File: config.mk
export PLATFORM = sky130hd
export DESIGN_NAME = beep_tone_gen
export DESIGN_NICKNAME = d
export VERILOG_FILES = /design/src/rtl/beep_tone_gen.sv
export SDC_FILE = /design/constraint.sdc
export NUM_CORES = 1
export LEC_CHECK = 0
export BUFFER_PORTS_ARGS = -buffer_cell sky130_fd_sc_hd__buf_2
export CAP_MARGIN = 20
export CORE_MARGIN = 2
export CORE_UTILIZATION = 45
export CTS_CLUSTER_DIAMETER = 120
export DETAILED_ROUTE_END_ITERATION = 7
export PLACE_DENSITY = 0.62
export SYNTH_ARGS = -nofsm -noshare
export SYNTH_HDL_FRONTEND = slang
export SYNTH_SLANG_ARGS = --single-unit
File: constraint.sdc
create_clock -name pwmclk -period 2.5 [get_ports pwmclk]
set_input_delay 0.375 -clock pwmclk [delete_from_list [all_inputs] [get_ports pwmclk]]
set_output_delay 0.375 -clock pwmclk [all_outputs]
set_load 0.05 [all_outputs]
File: src/rtl/beep_tone_gen.sv
// rtl/beep_tone_gen.sv - note-driven tone generator feeding the PWM DAC
// Takes one note per handshake and emits CLK_DIV-spaced 8-bit samples for its duration.
module beep_tone_gen #(
   parameter int CLK_DIV = 2500,
   parameter int PHASE_W = 16,
   parameter int DUR_W   = 16
) (
   input  logic               pwmclk,
   input  logic               rst_n,
   input  logic               note_valid,
   output logic               note_ready,
   input  logic [PHASE_W-1:0] note_inc,
   input  logic [DUR_W-1:0]   note_dur,
   input  logic [1:0]         note_wave,
   input  logic [2:0]         note_vol,
   output logic [7:0]         sample,
   output logic               sample_stb,
   output logic               enable
);

   localparam int DIV_W = (CLK_DIV > 2) ? $clog2(CLK_DIV) : 1;
   localparam logic [DIV_W-1:0] DIV_LAST = DIV_W'(CLK_DIV - 1);
   localparam logic [7:0] MIDSCALE = 8'd128;

   // ST_LAST keeps enable high for the cycle that shows the final strobe.
   typedef enum logic [1:0] {
      ST_IDLE = 2'd0,
      ST_PLAY = 2'd1,
      ST_LAST = 2'd2
   } state_e;

   state_e               state_q, state_d;
   logic [DIV_W-1:0]     div_q, div_d;
   logic [PHASE_W-1:0]   phase_q, phase_d;
   logic [PHASE_W-1:0]   inc_q, inc_d;
   logic [DUR_W-1:0]     dur_q, dur_d;
   logic [1:0]           wave_q, wave_d;
   logic [2:0]           vol_q, vol_d;
   logic [7:0]           sample_q, sample_d;
   logic                 stb_q, stb_d;

   logic                 tick_w;
   logic [7:0]           p_w;
   logic [7:0]           shape_w;
   logic signed [8:0]    dev_w;
   logic signed [8:0]    att_w;
   logic [7:0]           vol_out_w;

   assign tick_w = (state_q == ST_PLAY) && (div_q == DIV_LAST);
   assign p_w    = phase_q[PHASE_W-1 -: 8];

   always_comb begin
      shape_w = MIDSCALE;
      case (wave_q)
         2'b00:   shape_w = p_w[7] ? 8'd255 : 8'd0;
         2'b01:   shape_w = p_w;
         2'b10:   shape_w = p_w[7] ? ~{p_w[6:0], 1'b0} : {p_w[6:0], 1'b0};
         default: shape_w = MIDSCALE;
      endcase
   end

   // Attenuate the deviation from midscale; the arithmetic shift keeps the result in 0..255.
   assign dev_w     = $signed({1'b0, shape_w}) - 9'sd128;
   assign att_w     = dev_w >>> vol_q;
   assign vol_out_w = 8'(att_w + 9'sd128);

   always_comb begin
      state_d    = state_q;
      div_d      = div_q;
      phase_d    = phase_q;
      inc_d      = inc_q;
      dur_d      = dur_q;
      wave_d     = wave_q;
      vol_d      = vol_q;
      sample_d   = sample_q;
      stb_d      = 1'b0;
      note_ready = 1'b0;
      enable     = 1'b0;
      case (state_q)
         ST_IDLE: begin
            note_ready = 1'b1;
            sample_d   = MIDSCALE;
            if (note_valid) begin
               inc_d   = note_inc;
               wave_d  = note_wave;
               vol_d   = note_vol;
               dur_d   = (note_dur == '0) ? DUR_W'(1) : note_dur;
               phase_d = '0;
               div_d   = '0;
               state_d = ST_PLAY;
            end
         end
         ST_PLAY: begin
            enable = 1'b1;
            if (tick_w) begin
               div_d    = '0;
               sample_d = vol_out_w;
               stb_d    = 1'b1;
               phase_d  = phase_q + inc_q;
               dur_d    = dur_q - DUR_W'(1);
               if (dur_q == DUR_W'(1)) begin
                  state_d = ST_LAST;
               end
            end else begin
               div_d = div_q + DIV_W'(1);
            end
         end
         ST_LAST: begin
            enable   = 1'b1;
            sample_d = MIDSCALE;
            state_d  = ST_IDLE;
         end
         default: begin
            sample_d = MIDSCALE;
            state_d  = ST_IDLE;
         end
      endcase
   end

   always_ff @(posedge pwmclk or negedge rst_n) begin
      if (!rst_n) begin
         state_q  <= ST_IDLE;
         div_q    <= '0;
         phase_q  <= '0;
         inc_q    <= '0;
         dur_q    <= '0;
         wave_q   <= 2'b11;
         vol_q    <= '0;
         sample_q <= MIDSCALE;
         stb_q    <= 1'b0;
      end else begin
         state_q  <= state_d;
         div_q    <= div_d;
         phase_q  <= phase_d;
         inc_q    <= inc_d;
         dur_q    <= dur_d;
         wave_q   <= wave_d;
         vol_q    <= vol_d;
         sample_q <= sample_d;
         stb_q    <= stb_d;
      end
   end

   assign sample     = sample_q;
   assign sample_stb = stb_q;

endmodule

==> flow_summary.ini, run 1 <==
[yosys]
synth_cells = 492
ys_seq_elements = 76
synth_seq_area_share = 0.405
synth_area_um2 = 4710
synth_edf_count = 0
synth_cell_types = 66
postSynthAreaPerCell_um2 = 9.57
yosysWarnings = 0
synthArstFlopShare = 1.00
syn_nets = 553
synth_flop_cell = dfrtp_1

[power]
p_leak_nw = 2.41
p_sw_frac = 0.410
power_density_nw_per_um2 = 953
p_seq_frac = 0.384
p_switching_mw = 2.11
irDropWorstVdd_mv = 0.453
p_int_mw = 3.04
p_clk_frac = 0.178
combPwrFrac = 0.438

[sta]
max_freq_mhz = 420
setup-violations-final = 0
drv_slew = 0
fin_crit_ns = 2.38
post-route-period-util = 0.951
hold_viol = 0
rsz0062_at_grt = no
fin_skew_ns = 0.0130
setup_tns_ns = 0
worst_slew_pin_slew_ns = 0.539
maxSlewHeadroom = 0.640

[routing]
drt_pass1_iterations = 4
vias_per_cell = 5.81
wirelength_um = 11100
vias = 4053
wl_per_cell_um = 16.0
drc = 0
antenna_left = 0
first_iter_violations = 257

[critical_path]
reg2reg_from = phase_q[14]
cp-startpoint = phase_q[14]
crit_chain = ha_1 -> and4_1 -> o211ai_1 -> or3b_2 -> and3b_1 -> o211a_1 -> a211o_1
crit_path_max_incr_delay_ns = 0.48
reg2reg_slack_ns = 0.12
cp-end-kind = flip-flop
crit_required_ns = 2.75
worst-path-max-fanout = 5
crit_arrival_ns = 2.63
startpoint_type = flip-flop
r2r_end = phase_q[15]
crit_path_top_delay_cell = or3b_2
worstSetupPathType = reg -> reg
r2r_cells = 7

[global_route]
antenna_found_initial = 0
first_global_vias = 3927
gr-total-overflow = 0
grt_pass1_wl_um = 18900
grt_max_degree = 77
grt_usage = 0.211

[die]
fp.coreArea_um2 = 10200
ios = 51
fp-row-count = 37
die_y_um = 106
start_util = 0.460
die-area_um2 = 11300
die_w_um = 106

[clock_network]
cts_buffers = 9
clk-insertion-delay-late_ns = 0.37
cts_tree = done
clock_path_buffers = 2
clkTransAtPathRegs_ns = 0.08
ctsHtreeMaxLevel = 3
cts.sinks = 76
clock-root-buffer = clkbuf_8
cts_hold_buf = 0

[placement]
dp_cells = 682
gp_congestion = 0.869
io_buffers = 50
placed_cell_area_um2 = 5220
hpwl_um = 8050

[layout]
final_util = 0.528
multi_input_area_um2 = 2650
seq_area_um2 = 1910
fin_nets = 618
drive_above_1_share = 0.230
num_antenna_cells = 0
fin_area_um2 = 5410
area_growth_syn_to_layout_pct = 14.9
stdcell_count = 697
nFillCells = 974

[hold_path]
hp-class = in -> async

[flow_run]
max_cap_viol_count = 0

[status]
status = complete, no violations
==> worst max-delay path: cells and delay by family (launching register included) <==
family                   cells  cell delay [ns]
AO/OA/AOI/OAI                3             0.55
adder cells (fa/ha/maj)      1             0.37
AND/OR/NAND/NOR              3             0.91
flip-flops                   1             0.43
==> metrics by stage <==
stage                     total power [mW]  hold WS (ns)  setup slack (ns)
after global routing                  5.56        0.0391            0.0194
final                                 5.15        0.0105             0.121
after CTS                             5.19        0.0228             0.126
after global placement                4.20         0.429             0.194
after detailed placement              4.26         0.432             0.134
after floorplan                       3.61        0.0794            0.0982
==> placed cells by master (no fill, tap or decap), types with 3 or more instances in the layout <==
cell type   n
a21oi_1    31
xor2_1     10
o21ai_0    38
buf_2      49
inv_1      18
o22ai_1     6
a21o_1      6
o22a_1      3
nor3b_1     4
mux2i_1    11
o31ai_1     8
mux2_2     27
nand3_1    23
clkbuf_8   13
o211ai_1    4
nand4_1     4
buf_4      22
nor3_1     21
dfstp_2     3
a22oi_1     7
a221o_1     3
xnor2_1     3
nand2_1    34
a211oi_1    5
o21a_1      7
or3_1       4
and3_1      5
o21bai_1    3
nor4_1      7
and4_1      3
ha_1       20
a31oi_1     4
nor2b_1     4
nor2_1     26
or4_1       3
dfrtp_1    73
==> layer usage <==
layer | part of all wire | GRT usage | vias to the layer above
li1 | - | - | 1999
met1 | 0.47 | 0.285 | 1945
met2 | 0.46 | 0.327 | 101
met3 | 0.051 | 0.0613 | 8
met4 | 0.010 | 0.0677 | 0
met5 | 0 | 0 | -
==> power by group through the flow <==
stage	clock network, mW	registers [mW]	logic, mW
global placement	0	1.98	2.22
CTS	0.946	1.97	2.27
global route	0.999	2.04	2.52
finish	0.915	1.98	2.26
detailed placement	0	2.00	2.26
floorplan	0	1.84	1.77
==> synth_stat cells, types with 3 or more instances <==
library cell | n | area share
dfrtp_1 | 73 | 0.39
o21ai_0 | 39 | 0.041
nand2_1 | 34 | 0.027
a21oi_1 | 31 | 0.033
mux2_2 | 27 | 0.065
nor2_1 | 26 | 0.021
nand3_1 | 23 | 0.024
nor3_1 | 21 | 0.022
ha_1 | 20 | 0.053
inv_1 | 18 | 0.014
clkbuf_1 | 12 | 0.0096
mux2i_1 | 11 | 0.023
xor2_1 | 10 | 0.019
o31ai_1 | 8 | 0.013
a22oi_1 | 7 | 0.011
nor4_1 | 7 | 0.0093
o21a_1 | 7 | 0.011
a21o_1 | 6 | 0.0096
o22ai_1 | 6 | 0.0080
a211oi_1 | 5 | 0.0080
and3_1 | 5 | 0.0066
nor2b_1 | 5 | 0.0066
a31oi_1 | 4 | 0.0053
nand4_1 | 4 | 0.0053
nor3b_1 | 4 | 0.0064
o211ai_1 | 4 | 0.0064
or3_1 | 4 | 0.0053
a21boi_0 | 3 | 0.0048
a221o_1 | 3 | 0.0064
and4_1 | 3 | 0.0056
buf_2 | 3 | 0.0032
dfstp_2 | 3 | 0.017
o21bai_1 | 3 | 0.0048
o22a_1 | 3 | 0.0056
or4_1 | 3 | 0.0048
xnor2_1 | 3 | 0.0056
==> cells by family after synthesis <==
| logic type | Yosys count | synth area share |
|---|---|---|
| simple gates | 154 | 0.173 |
| compound gates | 153 | 0.213 |
| flops | 76 | 0.405 |
| mux | 39 | 0.0928 |
| buf+inv | 36 | 0.0346 |
| fa+ha+maj | 21 | 0.0574 |
| xor+xnor | 13 | 0.0242 |
==> registers in the layout (all words and copies together) (netlist names) <==
name        count
dur_q          16
sample_stb      1
vol_q           3
state_q         2
wave_q          2
sample          8
phase_q        16
div_q          12
inc_q          16
==> area by class of cell <==
class / count / area share
repair buffers: 72 / 0.0796
clock buffers: 14 / 0.0338
clock inverters: 1 / 0.000926
well taps: 136 / 0.0315
flip-flops and latches: 76 / 0.352
inverters: 18 / 0.0125
multi-input cells: 380 / 0.489
==> repair_timing <==
action,CTS,global route
endpoints found under the setup margin,0,3
gates resized for setup,0,3
setup buffers,0,0
==> worst max-delay path by stage <==
stage                  end  slack (ns)
3_3_place_gp   phase_q[15]        0.19
4_1_cts        phase_q[15]        0.13
2_1_floorplan    div_q[10]         0.1
5_1_grt        phase_q[15]        0.02
3_5_place_dp   phase_q[15]        0.13
6_report       phase_q[15]        0.12
Note: power is estimated with default switching activity, not from simulation.
==> inputs of run 2 (changes only) <==
--- a/config.mk
+++ b/config.mk
@@ -12,6 +12,7 @@
 export CTS_CLUSTER_DIAMETER = 120
 export DETAILED_ROUTE_END_ITERATION = 7
 export PLACE_DENSITY = 0.62
+export RECOVER_POWER = 100
 export SYNTH_ARGS = -nofsm -noshare
 export SYNTH_HDL_FRONTEND = slang
 export SYNTH_SLANG_ARGS = --single-unit
==> run 2 against run 1 <==
- the flow now finishes with violations (max-capacitance violations, max-slew violations)
- design area decreased by 0.90%
- sequential power about the same
- worst hold slack improved by 0.22 ns
==> flow_summary.ini, run 2 (synthesized netlist as in run 1, its figures left out) <==
[critical_path]
worst-path-max-fanout = 5
cp-startpoint = phase_q[14]
worstSetupPathType = reg -> reg
r2r_end = phase_q[15]
crit_arrival_ns = 2.63
cp-end-kind = flip-flop
startpoint_type = flip-flop
endpoint = phase_q[15]
reg2reg_slack_ns = 0.13
reg2reg_from = phase_q[14]
crit_required_ns = 2.76
r2r_cells = 7

[sta]
fin_crit_ns = 2.37
maxSlewHeadroom = -0.276
fin_skew_ns = 0.0134
setup-violations-final = 0
worst_slew_pin_slew_ns = 1.91
setup_tns_ns = 0
post-route-period-util = 0.949
rsz0062_at_grt = no
hold_viol = 0
drv_slew = 77
max_freq_mhz = 421

[routing]
drc = 0
wirelength_um = 11100
antenna_left = 0
vias = 4057
wl_per_cell_um = 16.0
vias_per_cell = 5.82
first_iter_violations = 237
drt_pass1_iterations = 7

[layout]
top_regs = dur_q (16), inc_q (16), phase_q (16)
nFillCells = 986
area_growth_syn_to_layout_pct = 13.8
num_antenna_cells = 0
final_common_cell = dfrtp_1
drive_above_1_share = 0.200
fin_nets = 618
final_cell_mix = dfrtp_1 (73), o21ai_0 (40), buf_2 (38)

[hold_path]
hp-class = in -> reg
holdPathStages = 2

[placement]
hpwl_um = 8050
gp_congestion = 0.869
io_buffers = 50

[global_route]
grt_usage = 0.211
first_global_vias = 3927
gr-total-overflow = 0
antenna_found_initial = 0
grt_max_degree = 77
grt_pass1_wl_um = 18900

[die]
die_w_um = 106
die-area_um2 = 11300
die_y_um = 106
ios = 51
fp-row-count = 37
fp.coreArea_um2 = 10200
start_util = 0.460

[power]
total_power_mw = 5.10
irDropWorstVdd_mv = 0.453
power_density_nw_per_um2 = 953
p_leak_nw = 2.35

[clock_network]
cts_tree = done
clock-root-buffer = clkbuf_8
post-cts-setup-buffers = 0
cts_buffers = 9
cts.sinks = 76
clock_path_buffers = 2
clk-insertion-delay-late_ns = 0.37
ctsHtreeMaxLevel = 3
clkTransAtPathRegs_ns = 0.08

[status]
violations = max-capacitance violations, max-slew violations
status = complete, but fails checks

[flow_run]
max_cap_viol_count = 1
==> run 2: cell count changes in the layout (fill, tap and decap cells not counted), moves of 2 or more <==
cell,change
buf_2,-11
o21ai_0,+2
buf_4,-6
clkbuf_2,+3
clkbuf_1,+14
==> run 2: report_power, final <==
part | total, mW | internal, mW | leakage [nW] | switching, mW
Combinational | 2.21 | 0.954 | 1.29 | 1.26
Clock | 0.915 | 0.463 | 0.0986 | 0.452
Sequential | 1.98 | 1.59 | 0.961 | 0.392
==> run 2: worst min-delay path by stage <==
stage / startpoint / to / slack [ns]
after floorplan: rst_n / div_q[0] / 0.08
after global placement: rst_n / dur_q[2] / 0.43
after detailed placement: rst_n / dur_q[2] / 0.43
after CTS: rst_n / dur_q[2] / 0.02
after global routing: note_vol[0] / vol_q[0] / 0.21
final: note_vol[0] / vol_q[0] / 0.23
==> run 2: critical path, stage by stage (launching register included) <==
cell,delay (ns)
dfrtp_1,0.43
ha_1,0.36
and4_1,0.23
o211ai_1,0.09
or3b_2,0.48
and3b_1,0.20
o211a_1,0.20
a211o_1,0.26
==> run 2: final cells by class <==
class,instances,area [um2],area share
Timing Repair Buffer,72,385,0.0719
Tap cell,136,170,0.0318
Clock buffer,14,183,0.0341
Multi-Input combinational cell,380,2640,0.493
Sequential cell,76,1910,0.356
Clock inverter,1,5.00,0.000934
Inverter,18,67.6,0.0126
==> run 2: metal layers <==
metal	global-route usage	up-vias	wire length, um
met5	0	-	0
met1	0.285	1950	5270
met2	0.327	104	5170
met4	0.0677	0	114
met3	0.0613	8	587
li1	-	1995	-
==> run 2: timing repair <==
item,4_1_cts,5_1_grt
gates resized for setup,0,3
setup endpoints to repair,0,3
hold buffers,0,0
==> run 2: stage by stage <==
step,cell area [um2],hold WS [ns],instances,util,worst slack (ns)
2_1_floorplan,4710,0.0794,492,-,0.0982
3_3_place_gp,5220,0.429,682,0.510,0.194
3_5_place_dp,5220,0.432,682,0.510,0.134
4_1_cts,5400,0.0228,697,0.528,0.126
5_1_grt,5360,0.211,697,0.524,0.00983
6_report,5360,0.231,697,0.524,0.127
==> inputs of run 3 (changes only) <==
--- a/config.mk
+++ b/config.mk
@@ -13,6 +13,7 @@
 export DETAILED_ROUTE_END_ITERATION = 7
 export PLACE_DENSITY = 0.62
 export RECOVER_POWER = 100
+export REMOVE_ABC_BUFFERS = 1
 export SYNTH_ARGS = -nofsm -noshare
 export SYNTH_HDL_FRONTEND = slang
 export SYNTH_SLANG_ARGS = --single-unit
==> run 3 against run 2 <==
- the run still ends with max-capacitance violations, max-slew violations left
- worst hold slack better by 0.0069 ns
- combinational power rose by 4%
- via count rose by 1.3%
- utilization grew 0.60 points
- die area unchanged
- sequential cell count is the same
- critical path depth unchanged
- sequential power about the same
- largest cell class unchanged
==> flow_summary.ini, run 3 (synthesized netlist as in run 1, its figures left out) <==
[hold_path]
hp-class = in -> reg
worstHoldStart = note_inc[1]

[critical_path]
reg2reg_from = phase_q[3]
crit_path_top_delay_cell = or3b_2
crit_required_ns = 2.75
cp-startpoint = phase_q[3]
worstSetupPathType = reg -> reg
cp-end-kind = flip-flop
critPathTopFamily = compound AO/OA/AOI/OAI gates
crit_chain = ha_1 -> o21ai_0 -> o2111ai_1 -> or3b_2 -> and3b_1 -> o211a_1 -> a211o_1
crit_path_max_incr_delay_ns = 0.48
worst-path-max-fanout = 4
cp_num_buf_inv = 0
startpoint_type = flip-flop
crit_arrival_ns = 2.60

[power]
p_leak_nw = 2.37
irDropWorstVdd_mv = 0.476
power_density_nw_per_um2 = 983
total_power_mw = 5.33

[layout]
nFillCells = 970
area_growth_syn_to_layout_pct = 15.1
drive_above_1_share = 0.207
stdcell_count = 701
final_cell_mix = dfrtp_1 (73), o21ai_0 (38), buf_2 (38)
final_common_cell = dfrtp_1
num_antenna_cells = 0
fin_nets = 621
top_regs = dur_q (16), inc_q (16), phase_q (16)

[routing]
antenna_left = 0
drt_pass1_iterations = 5
wl_met3_um = 513
drc = 0
first_iter_violations = 238
vias_per_cell = 5.86
topRoutingLayerUsed = met4
wl_per_cell_um = 16.3
wirelength_um = 11400
route.met2.wl_um = 5340
wl_met1_um = 5380
vias = 4109

[status]
status = complete, but fails checks
violations = max-capacitance violations, max-slew violations

[clock_network]
cts.sinks = 76
clkTransAtPathRegs_ns = 0.09
clock_path_buffers = 2
post-cts-setup-buffers = 0
cts_tree = done
ctsHtreeMaxLevel = 3
clk-insertion-delay-late_ns = 0.36
clock-root-buffer = clkbuf_8
cts_resized = 0
cts_hold_buf = 0
cts_buffers = 9

[sta]
post-route-period-util = 0.941
max_freq_mhz = 425
fin_skew_ns = 0.00801
drv_slew = 77
fin_crit_ns = 2.35
setup_tns_ns = 0
worst_slew_pin_slew_ns = 1.92
setup-violations-final = 0
setup_ws_ns = 0.147
maxSlewHeadroom = -0.281
hold_viol = 0
rsz0062_at_grt = no
whs_ns = 0.238

[placement]
dp_cells = 685
io_buffers = 50
hpwl_um = 8060
gp_congestion = 0.870
post-place-ws_ns = 0.148

[die]
die-area_um2 = 11300
fp.coreArea_um2 = 10200
die_y_um = 106
ios = 51
fp-row-count = 37
die_w_um = 106
start_util = 0.460

[global_route]
grt_pass1_wl_um = 19400
first_global_vias = 3988
grt_max_degree = 77
antenna_found_initial = 0
gr-total-overflow = 0
grt_usage = 0.215

[flow_run]
max_cap_viol_count = 1
## run 3: cell count changes in the layout (fill, tap and decap cells not counted)
cell,previous run,this run
buf_4,16,19
bufinv_16,0,2
clkbuf_1,15,14
clkbuf_8,13,10
clkinvlp_4,0,3
nor2b_1,4,5
nor2b_2,1,0
o21ai_0,40,38
o21ai_1,1,2
o21ai_2,0,1
## run 3: cell type report
| cell class | instances | area [um2] | share of cell area |
|---|---|---|---|
| Sequential cell | 76 | 1910 | 0.352 |
| Tap cell | 136 | 170 | 0.0314 |
| Inverter | 18 | 67.6 | 0.0125 |
| Timing Repair Buffer | 75 | 408 | 0.0753 |
| Multi-Input combinational cell | 380 | 2640 | 0.488 |
| Clock inverter | 6 | 87.6 | 0.0162 |
| Clock buffer | 10 | 138 | 0.0254 |
## run 3: layer usage
metal	vias to the layer above	track usage
met5	-	0
met4	0	0.0583
met3	16	0.0576
met2	97	0.343
met1	1992	0.288
li1	2004	-
## run 3: path summary, 6_finish.rpt
path | to | slack (ns) | cells past startpoint
setup / recovery | phase_q[15] | 0.15 | 7
hold / removal | inc_q[1] | 0.24 | 2
setup reg to reg | phase_q[15] | 0.15 | 7
hold reg to reg | phase_q[5] | 0.49 | 2
max in group asynchronous | inc_q[13] | 0.70 | 2
min in group asynchronous | dur_q[13] | 0.60 | 2
## run 3: where the power goes
part / internal [mW] / leakage (nW) / switching (mW)
Sequential: 1.58 / 0.961 / 0.386
Combinational: 0.974 / 1.30 / 1.31
Clock: 0.587 / 0.105 / 0.485
Total: 3.14 / 2.37 / 2.18
## run 3: metrics by stage
stage                util  area (um2)
floorplan               -        4610
global placement    0.512        5240
detailed placement  0.512        5240
CTS                 0.534        5460
global route        0.530        5420
finish              0.530        5420
